<file path="config.mk">
export PLATFORM = sky130hd
export DESIGN_NAME = ace_ccu_snoop_mux_bcast_flat
export DESIGN_NICKNAME = d
export VERILOG_FILES = /design/src/rtl/ace_ccu_snoop_mux_bcast_if.sv /design/src/rtl/ace_ccu_snoop_mux_bcast.sv /design/src/flat_wrapper.sv
export SDC_FILE = /design/constraint.sdc
export NUM_CORES = 1
export LEC_CHECK = 0
export CAP_MARGIN = 20
export CELL_PAD_IN_SITES_DETAIL_PLACEMENT = 2
export CELL_PAD_IN_SITES_GLOBAL_PLACEMENT = 2
export CORE_ASPECT_RATIO = 1.1
export CORE_MARGIN = 1
export CORE_UTILIZATION = 32
export DETAILED_ROUTE_END_ITERATION = 12
export DONT_BUFFER_PORTS = 1
export GPL_ROUTABILITY_DRIVEN = 0
export MAX_ROUTING_LAYER = met4
export PLACE_DENSITY = 0.77
export SYNTH_ARGS = -nofsm -noshare
export SYNTH_HDL_FRONTEND = slang
export SYNTH_SLANG_ARGS = --single-unit
</file>
<file path="constraint.sdc">
create_clock -name clk_i -period 2.08 [get_ports clk_i]
set_input_delay 0.312 -clock clk_i [delete_from_list [all_inputs] [get_ports clk_i]]
set_output_delay 0.312 -clock clk_i [all_outputs]
set_load 0.1 [all_outputs]
</file>
<file path="src/rtl/ace_ccu_snoop_mux_bcast_if.sv">
// Snoop-side bundle of the CCU snoop dispatch stage: initiator AC/CR channels and snooper AC/CR channels.
// The slave modport is the dispatch stage; the master modport is the surrounding controllers and caches.
interface ace_ccu_snoop_mux_bcast_if #(
    parameter int unsigned NoInitiators = 2,
    parameter int unsigned NoSnoopers   = 4,
    parameter int unsigned AddrWidth    = 64
);
    logic [NoInitiators-1:0]            ini_ac_valid_i;
    logic [NoInitiators-1:0]            ini_ac_ready_o;
    logic [NoInitiators*AddrWidth-1:0]  ini_ac_addr_i;
    logic [NoInitiators*4-1:0]          ini_ac_snoop_i;
    logic [NoInitiators*3-1:0]          ini_ac_prot_i;
    logic [NoInitiators*NoSnoopers-1:0] ini_mask_i;
    logic [NoInitiators-1:0]            ini_cr_valid_o;
    logic [NoInitiators-1:0]            ini_cr_ready_i;
    logic [NoInitiators*5-1:0]          ini_cr_resp_o;
    logic [NoSnoopers-1:0]              snp_ac_valid_o;
    logic [NoSnoopers-1:0]              snp_ac_ready_i;
    logic [AddrWidth-1:0]               snp_ac_addr_o;
    logic [3:0]                         snp_ac_snoop_o;
    logic [2:0]                         snp_ac_prot_o;
    logic [NoSnoopers-1:0]              snp_cr_valid_i;
    logic [NoSnoopers-1:0]              snp_cr_ready_o;
    logic [NoSnoopers*5-1:0]            snp_cr_resp_i;

    modport slave (
        input  ini_ac_valid_i, ini_ac_addr_i, ini_ac_snoop_i, ini_ac_prot_i, ini_mask_i,
        input  ini_cr_ready_i, snp_ac_ready_i, snp_cr_valid_i, snp_cr_resp_i,
        output ini_ac_ready_o, ini_cr_valid_o, ini_cr_resp_o,
        output snp_ac_valid_o, snp_ac_addr_o, snp_ac_snoop_o, snp_ac_prot_o, snp_cr_ready_o
    );

    modport master (
        output ini_ac_valid_i, ini_ac_addr_i, ini_ac_snoop_i, ini_ac_prot_i, ini_mask_i,
        output ini_cr_ready_i, snp_ac_ready_i, snp_cr_valid_i, snp_cr_resp_i,
        input  ini_ac_ready_o, ini_cr_valid_o, ini_cr_resp_o,
        input  snp_ac_valid_o, snp_ac_addr_o, snp_ac_snoop_o, snp_ac_prot_o, snp_cr_ready_o
    );
endinterface

</file>
<file path="src/rtl/ace_ccu_snoop_mux_bcast.sv">
// CCU snoop dispatch: round-robin AC arbitration, masked broadcast to snoopers, in-order OR-merge of CR.
// Defining CCU_SNOOP_PERF_EN adds saturating merged-CR / DataTransfer counters (perf_snoops_o, perf_dt_o).
module ace_ccu_snoop_mux_bcast #(
    parameter int unsigned NoInitiators = 2,
    parameter int unsigned NoSnoopers   = 4,
    parameter int unsigned AddrWidth    = 64,
    parameter int unsigned MaxTrans     = 4
) (
    input  logic                     clk_i,
    input  logic                     rst_ni,
    ace_ccu_snoop_mux_bcast_if.slave bus
`ifdef CCU_SNOOP_PERF_EN
    ,
    output logic [31:0]              perf_snoops_o,
    output logic [31:0]              perf_dt_o
`endif
);

    localparam int unsigned IdxW = (NoInitiators > 1) ? $clog2(NoInitiators) : 1;
    localparam int unsigned PtrW = $clog2(MaxTrans);

    typedef enum logic {
        IDLE,
        BCAST
    } state_e;

    state_e                 state_q, state_d;
    logic [IdxW-1:0]        rr_q, rr_d;
    logic [IdxW-1:0]        win;
    logic                   win_found;
    int unsigned            idx;
    logic                   ac_hs;
    logic [NoSnoopers-1:0]  win_mask;
    logic [AddrWidth-1:0]   win_addr;
    logic [3:0]             win_snoop;
    logic [2:0]             win_prot;
    logic [NoInitiators-1:0] ac_ready;

    logic [AddrWidth-1:0]   addr_q;
    logic [3:0]             snoop_q;
    logic [2:0]             prot_q;
    logic [NoSnoopers-1:0]  pend_q, pend_d;

    logic [IdxW-1:0]        fifo_ini_q  [MaxTrans];
    logic [NoSnoopers-1:0]  fifo_mask_q [MaxTrans];
    logic [PtrW:0]          wr_q, rd_q;
    logic                   full, empty;
    logic [IdxW-1:0]        head_ini;
    logic [NoSnoopers-1:0]  head_mask;

    logic [NoSnoopers-1:0]  got_q, got_d;
    logic [4:0]             acc_q, acc_d;
    logic [NoSnoopers-1:0]  cr_ready, cr_hs;
    logic                   cr_done, pop;
    logic [NoInitiators-1:0]   cr_valid;
    logic [NoInitiators*5-1:0] cr_resp;

    assign full      = (wr_q[PtrW] != rd_q[PtrW]) && (wr_q[PtrW-1:0] == rd_q[PtrW-1:0]);
    assign empty     = (wr_q == rd_q);
    assign head_ini  = fifo_ini_q[rd_q[PtrW-1:0]];
    assign head_mask = fifo_mask_q[rd_q[PtrW-1:0]];

    // First valid initiator at or after the RR pointer wins.
    always_comb begin
        win       = '0;
        win_found = 1'b0;
        idx       = 0;
        for (int unsigned k = 0; k < NoInitiators; k++) begin
            idx = 32'(rr_q) + k;
            if (idx >= NoInitiators) idx = idx - NoInitiators;
            if (!win_found && bus.ini_ac_valid_i[idx]) begin
                win       = IdxW'(idx);
                win_found = 1'b1;
            end
        end
    end

    assign win_mask  = bus.ini_mask_i[32'(win)*NoSnoopers +: NoSnoopers];
    assign win_addr  = bus.ini_ac_addr_i[32'(win)*AddrWidth +: AddrWidth];
    assign win_snoop = bus.ini_ac_snoop_i[32'(win)*4 +: 4];
    assign win_prot  = bus.ini_ac_prot_i[32'(win)*3 +: 3];
    assign ac_hs     = rst_ni && (state_q == IDLE) && !full && win_found;

    always_comb begin
        ac_ready = '0;
        if (ac_hs) ac_ready[win] = 1'b1;
    end

    always_comb begin
        state_d = state_q;
        pend_d  = pend_q;
        rr_d    = rr_q;
        case (state_q)
            IDLE: begin
                if (ac_hs) begin
                    pend_d = win_mask;
                    if (32'(win) == NoInitiators - 1) rr_d = '0;
                    else                              rr_d = win + 1'b1;
                    if (win_mask != '0) state_d = BCAST;
                end
            end
            BCAST: begin
                pend_d = pend_q & ~bus.snp_ac_ready_i;
                if (pend_d == '0) state_d = IDLE;
            end
            default: state_d = IDLE;
        endcase
    end

    always_ff @(posedge clk_i or negedge rst_ni) begin
        if (!rst_ni) begin
            state_q <= IDLE;
            rr_q    <= '0;
            pend_q  <= '0;
            addr_q  <= '0;
            snoop_q <= '0;
            prot_q  <= '0;
        end else begin
            state_q <= state_d;
            rr_q    <= rr_d;
            pend_q  <= pend_d;
            if (ac_hs) begin
                addr_q  <= win_addr;
                snoop_q <= win_snoop;
                prot_q  <= win_prot;
            end
        end
    end

    // Tracking FIFO keeps global AC order; its head owns the CR collector.
    always_ff @(posedge clk_i or negedge rst_ni) begin
        if (!rst_ni) begin
            wr_q <= '0;
            rd_q <= '0;
            for (int unsigned m = 0; m < MaxTrans; m++) begin
                fifo_ini_q[m]  <= '0;
                fifo_mask_q[m] <= '0;
            end
        end else begin
            if (ac_hs) begin
                fifo_ini_q[wr_q[PtrW-1:0]]  <= win;
                fifo_mask_q[wr_q[PtrW-1:0]] <= win_mask;
                wr_q                        <= wr_q + 1'b1;
            end
            if (pop) rd_q <= rd_q + 1'b1;
        end
    end

    always_comb begin
        cr_ready = '0;
        if (!empty) cr_ready = head_mask & ~got_q;
        cr_hs   = cr_ready & bus.snp_cr_valid_i;
        cr_done = !empty && (got_q == head_mask);
        pop     = cr_done && bus.ini_cr_ready_i[head_ini];
        acc_d   = acc_q;
        for (int unsigned j = 0; j < NoSnoopers; j++) begin
            if (cr_hs[j]) acc_d = acc_d | bus.snp_cr_resp_i[j*5 +: 5];
        end
        got_d = got_q | cr_hs;
        if (pop) begin
            got_d = '0;
            acc_d = '0;
        end
        cr_valid = '0;
        cr_resp  = '0;
        if (cr_done) begin
            cr_valid[head_ini]              = 1'b1;
            cr_resp[32'(head_ini)*5 +: 5]   = acc_q;
        end
    end

    always_ff @(posedge clk_i or negedge rst_ni) begin
        if (!rst_ni) begin
            got_q <= '0;
            acc_q <= '0;
        end else begin
            got_q <= got_d;
            acc_q <= acc_d;
        end
    end

    assign bus.ini_ac_ready_o = ac_ready;
    assign bus.snp_ac_valid_o = (state_q == BCAST) ? pend_q : '0;
    assign bus.snp_ac_addr_o  = addr_q;
    assign bus.snp_ac_snoop_o = snoop_q;
    assign bus.snp_ac_prot_o  = prot_q;
    assign bus.snp_cr_ready_o = cr_ready;
    assign bus.ini_cr_valid_o = cr_valid;
    assign bus.ini_cr_resp_o  = cr_resp;

`ifdef CCU_SNOOP_PERF_EN
    logic [31:0] perf_snoops_q, perf_dt_q;

    always_ff @(posedge clk_i or negedge rst_ni) begin
        if (!rst_ni) begin
            perf_snoops_q <= '0;
            perf_dt_q     <= '0;
        end else if (pop) begin
            if (perf_snoops_q != '1)           perf_snoops_q <= perf_snoops_q + 1'b1;
            if (acc_q[0] && perf_dt_q != '1)   perf_dt_q     <= perf_dt_q + 1'b1;
        end
    end

    assign perf_snoops_o = perf_snoops_q;
    assign perf_dt_o     = perf_dt_q;
`endif

endmodule

</file>
<file path="src/flat_wrapper.sv">
// flat-port wrapper written by rule: the top's interface ports become plain ports
module ace_ccu_snoop_mux_bcast_flat 
#(
    parameter int unsigned NoInitiators = 2,
    parameter int unsigned NoSnoopers   = 4,
    parameter int unsigned AddrWidth    = 64,
    parameter int unsigned MaxTrans     = 4
)
  (clk_i, rst_ni, bus_ini_ac_valid_i, bus_ini_ac_addr_i, bus_ini_ac_snoop_i, bus_ini_ac_prot_i, bus_ini_mask_i, bus_ini_cr_ready_i, bus_snp_ac_ready_i, bus_snp_cr_valid_i, bus_snp_cr_resp_i, bus_ini_ac_ready_o, bus_ini_cr_valid_o, bus_ini_cr_resp_o, bus_snp_ac_valid_o, bus_snp_ac_addr_o, bus_snp_ac_snoop_o, bus_snp_ac_prot_o, bus_snp_cr_ready_o);
  ace_ccu_snoop_mux_bcast_if #(.NoInitiators(NoInitiators), .NoSnoopers(NoSnoopers), .AddrWidth(AddrWidth)) bus_i ();
  input  logic clk_i;
  input  logic rst_ni;
  input wire logic [$bits(bus_i.ini_ac_valid_i)-1:0] bus_ini_ac_valid_i;
  input wire logic [$bits(bus_i.ini_ac_addr_i)-1:0] bus_ini_ac_addr_i;
  input wire logic [$bits(bus_i.ini_ac_snoop_i)-1:0] bus_ini_ac_snoop_i;
  input wire logic [$bits(bus_i.ini_ac_prot_i)-1:0] bus_ini_ac_prot_i;
  input wire logic [$bits(bus_i.ini_mask_i)-1:0] bus_ini_mask_i;
  input wire logic [$bits(bus_i.ini_cr_ready_i)-1:0] bus_ini_cr_ready_i;
  input wire logic [$bits(bus_i.snp_ac_ready_i)-1:0] bus_snp_ac_ready_i;
  input wire logic [$bits(bus_i.snp_cr_valid_i)-1:0] bus_snp_cr_valid_i;
  input wire logic [$bits(bus_i.snp_cr_resp_i)-1:0] bus_snp_cr_resp_i;
  output wire logic [$bits(bus_i.ini_ac_ready_o)-1:0] bus_ini_ac_ready_o;
  output wire logic [$bits(bus_i.ini_cr_valid_o)-1:0] bus_ini_cr_valid_o;
  output wire logic [$bits(bus_i.ini_cr_resp_o)-1:0] bus_ini_cr_resp_o;
  output wire logic [$bits(bus_i.snp_ac_valid_o)-1:0] bus_snp_ac_valid_o;
  output wire logic [$bits(bus_i.snp_ac_addr_o)-1:0] bus_snp_ac_addr_o;
  output wire logic [$bits(bus_i.snp_ac_snoop_o)-1:0] bus_snp_ac_snoop_o;
  output wire logic [$bits(bus_i.snp_ac_prot_o)-1:0] bus_snp_ac_prot_o;
  output wire logic [$bits(bus_i.snp_cr_ready_o)-1:0] bus_snp_cr_ready_o;
  assign bus_i.ini_ac_valid_i = bus_ini_ac_valid_i;
  assign bus_i.ini_ac_addr_i = bus_ini_ac_addr_i;
  assign bus_i.ini_ac_snoop_i = bus_ini_ac_snoop_i;
  assign bus_i.ini_ac_prot_i = bus_ini_ac_prot_i;
  assign bus_i.ini_mask_i = bus_ini_mask_i;
  assign bus_i.ini_cr_ready_i = bus_ini_cr_ready_i;
  assign bus_i.snp_ac_ready_i = bus_snp_ac_ready_i;
  assign bus_i.snp_cr_valid_i = bus_snp_cr_valid_i;
  assign bus_i.snp_cr_resp_i = bus_snp_cr_resp_i;
  assign bus_ini_ac_ready_o = bus_i.ini_ac_ready_o;
  assign bus_ini_cr_valid_o = bus_i.ini_cr_valid_o;
  assign bus_ini_cr_resp_o = bus_i.ini_cr_resp_o;
  assign bus_snp_ac_valid_o = bus_i.snp_ac_valid_o;
  assign bus_snp_ac_addr_o = bus_i.snp_ac_addr_o;
  assign bus_snp_ac_snoop_o = bus_i.snp_ac_snoop_o;
  assign bus_snp_ac_prot_o = bus_i.snp_ac_prot_o;
  assign bus_snp_cr_ready_o = bus_i.snp_cr_ready_o;
  ace_ccu_snoop_mux_bcast #(.NoInitiators(NoInitiators), .NoSnoopers(NoSnoopers), .AddrWidth(AddrWidth), .MaxTrans(MaxTrans)) u_core (.clk_i(clk_i), .rst_ni(rst_ni), .bus(bus_i));
endmodule
</file>
==> metrics <==
status=finished with violations; failing checks=negative hold slack, negative setup slack; Crit path required time=1770 ps; I/O pins=277; Max Clock Freq=0.349 GHz; Syn Std Cell Area=5390 µm²; global route overflow=0; simple logic cell fraction of the synthesized area=0.123; NumNets Final=839; initial antenna violation count=0; area of the multi-input gates=2730 µm²; complex-gate fraction of the synthesized area=0.120; Critical Path End Type=output pin; Vias/cell=5.36; RSZ-0062 raised after global routing=true; Layout Cells excl Fill=about 860; hold_ws=-355 ps; Die W=about 130 µm; Remaining DRCs=0; Synth Area in XOR/XNOR=0.0114; max cap viols=0; sequential area share after synthesis=0.520; Slew HR=0.666; Final period util=1.38; Netlist cell types=31; Filler Cell Count=approximately 1,700; Core Area=16,400 µm²; ant diodes=0; CP max FO=6; Antenna Nets Post-Route=0; DRT Pass-1 Iters=4; Iteration-0 DRC Markers=98; chip height=138 µm; largest net degree at the start of global routing=114; Clock transition at path regs=80 ps; largest family of logic cells by synthesized area=multiplexers; register area=around 2800 µm²; fin. max-slew vios=0; Ys Warns=0; Startpoint Class=flip-flop; Worst Skew=roughly 11 ps; global-route wire length before repair=27,000 µm; Layout area overhead=38.5%; Inserted Clock Buffers=9; Setup WS post-layout=-785 ps; Worst Hold Class=in2async; Skew-Pair Late Insertion Delay=360 ps; WL final=around 20,000 µm; Synth Net Count=about 730; Post-Syn Area per Cell=10.1 µm²; WL per Instance=22.8 µm; Fin. Hold Viols=112; vias in the first global route=between 4,000 and 5,000; placed cells=about 810; Post-Synth Adder-Cell Area=0.0209; Initial Util=0.328; Worst-Margin Slew=501 ps; Root Buffer=clkbuf_16; Setup Viol. Count Final=124; post-route minimum period=2870 ps; cell count after synthesis=between 500 and 600; Port Buffers=0; row cnt=49; Die Area=between 15,000 and 20,000 µm²; CP Class=reg2out; Worst Path Arrival=2550 ps; HPWL after DPL=12,800 µm; multiplexer area fraction after synthesis=0.164; FF+latch count, synth=112; H-tree depth=3; CTS tree=built; Vias=4,584; layout cells sized above 1=0.339; buffers from clock root to sink, at most=2; # clock sinks=approximately 110; gr usage total=0.207
## cell families after synthesis
| group | after synthesis |
|---|---|
| AO/OA/AOI/OAI | 120 |
| XOR/XNOR | 7 |
| adder cells (fa/ha/maj) | 9 |
| buffers and inverters | 47 |
| flip-flops | 112 |
| multiplexers | 82 |
| AND/OR/NAND/NOR | 157 |
## metal layers
layer | up-vias | wire [µm] | GRT usage
met4 | 0 | 462 | 0.0609
met3 | 28 | 1090 | 0.0472
met1 | 2303 | 6970 | 0.212
met5 | - | 0 | -
li1 | 2059 | - | -
met2 | 194 | 11000 | 0.389
## worst max-delay path: stages (launching register included)
cell	delay, ps
dfrtp_2	460
mux4_2	530
ha_1	300
nand4_1	170
nand2b_4	210
nor2_4	150
and2_4	360
## cell usage after synthesis
cell type / number / share of area
dfrtp_1: 112 / 0.52
nor2_1: 96 / 0.067
mux2i_1: 76 / 0.14
a21oi_1: 74 / 0.069
nand2_1: 33 / 0.023
o21ai_0: 31 / 0.029
and2_1: 18 / 0.021
buf_2: 16 / 0.015
inv_1: 13 / 0.0091
clkbuf_1: 9 / 0.0063
ha_1: 9 / 0.021
a221oi_1: 5 / 0.0081
a22oi_1: 5 / 0.0070
buf_1: 5 / 0.0035
mux4_2: 5 / 0.021
xnor2_1: 5 / 0.0081
buf_4: 3 / 0.0042
nand2_2: 3 / 0.0035
nand2b_1: 2 / 0.0023
o22ai_1: 2 / 0.0023
xor2_1: 2 / 0.0033
a311o_1: 1 / 0.0019
a311oi_2: 1 / 0.0028
and3_1: 1 / 0.0012
and4_1: 1 / 0.0016
buf_6: 1 / 0.0021
mux2_2: 1 / 0.0021
nand3b_1: 1 / 0.0014
nand4_1: 1 / 0.0012
nor3b_1: 1 / 0.0014
o21ai_1: 1 / 0.00093
## flip-flops by register name, indices dropped and copies added, names as in the netlist
signal                     cells
u_core.acc_q                   5
u_core.bus.snp_ac_addr_o      64
u_core.bus.snp_ac_prot_o       3
u_core.bus.snp_ac_snoop_o      4
u_core.fifo_ini_q              4
u_core.fifo_mask_q            16
u_core.got_q                   4
u_core.pend_q                  4
u_core.rd_q                    3
u_core.rr_q                    1
u_core.state_q                 1
u_core.wr_q                    3
## what timing repair did
| action | in CTS | in global routing |
|---|---|---|
| endpoints found under the setup margin | 93 | 98 |
| hold endpoints to repair | 112 | 112 |
| gates resized for setup | 21 | 74 |
| pin swaps | 18 | 13 |
| cloned | 1 | 15 |
| buffers inserted | 1 | 16 |
## path summary, 6_finish.rpt
kind / cells past startpoint / end / slack [ps] / startpoint
max: 6 / bus_ini_cr_resp_o[8] / -790 / u_core.rd_q[0]
min: 0 / u_core.got_q[1] / -360 / rst_ni
max reg2reg: 7 / u_core.rd_q[1] / -430 / u_core.rd_q[0]
min reg2reg: 2 / u_core.fifo_ini_q[0] / 490 / u_core.fifo_ini_q[0]
max in group asynchronous: 0 / u_core.wr_q[1] / 2300 / rst_ni
min in group clk_i: 2 / u_core.acc_q[3] / 110 / bus_snp_cr_resp_i[3]
## layout make-up
cell class,count,share of cell area
multi-input combinational,379,0.366
inverter,13,0.00654
tap,204,0.0342
clock inverter,6,0.00570
sequential,112,0.376
clock buffer,10,0.0320
timing repair buffer,131,0.180
## metrics by stage
| stage | area, µm² | worst slack (ps) | setup TNS, ps | utilization |
|---|---|---|---|---|
| after floorplan | 5450 | -780 | -8520 | - |
| after global placement | 6440 | -448 | -7850 | 0.392 |
| after detailed placement | 6440 | -493 | -9130 | 0.392 |
| after CTS | 6850 | -788 | -11210 | 0.417 |
| after global routing | 7470 | -887 | -36120 | 0.454 |
| final | 7470 | -785 | -26540 | 0.454 |
## placed cells by master (no fill, tap or decap), drive strengths merged
cell,synthesis,routed
xnor2,5,5
mux2,1,1
nand2,36,40
and2,18,18
dfrtp,112,112
and4,1,1
nand4,1,1
clkbuf,9,17
xor2,2,2
clkinvlp,0,2
nand3b,1,1
a311o,1,1
buf,25,124
mux4,5,5
a22oi,5,5
ha,9,9
nor2,96,96
a221oi,5,5
o22ai,2,2
mux2i,76,76
clkinv,0,3
nand2b,2,2
nor3b,1,1
o21ai,32,32
a21oi,74,74
a311oi,1,1
and3,1,1
inv,13,14
Power is left out: the tool's default activity adds up to more than one toggle a clock period on the data nets, which glitch-free logic cannot reach.
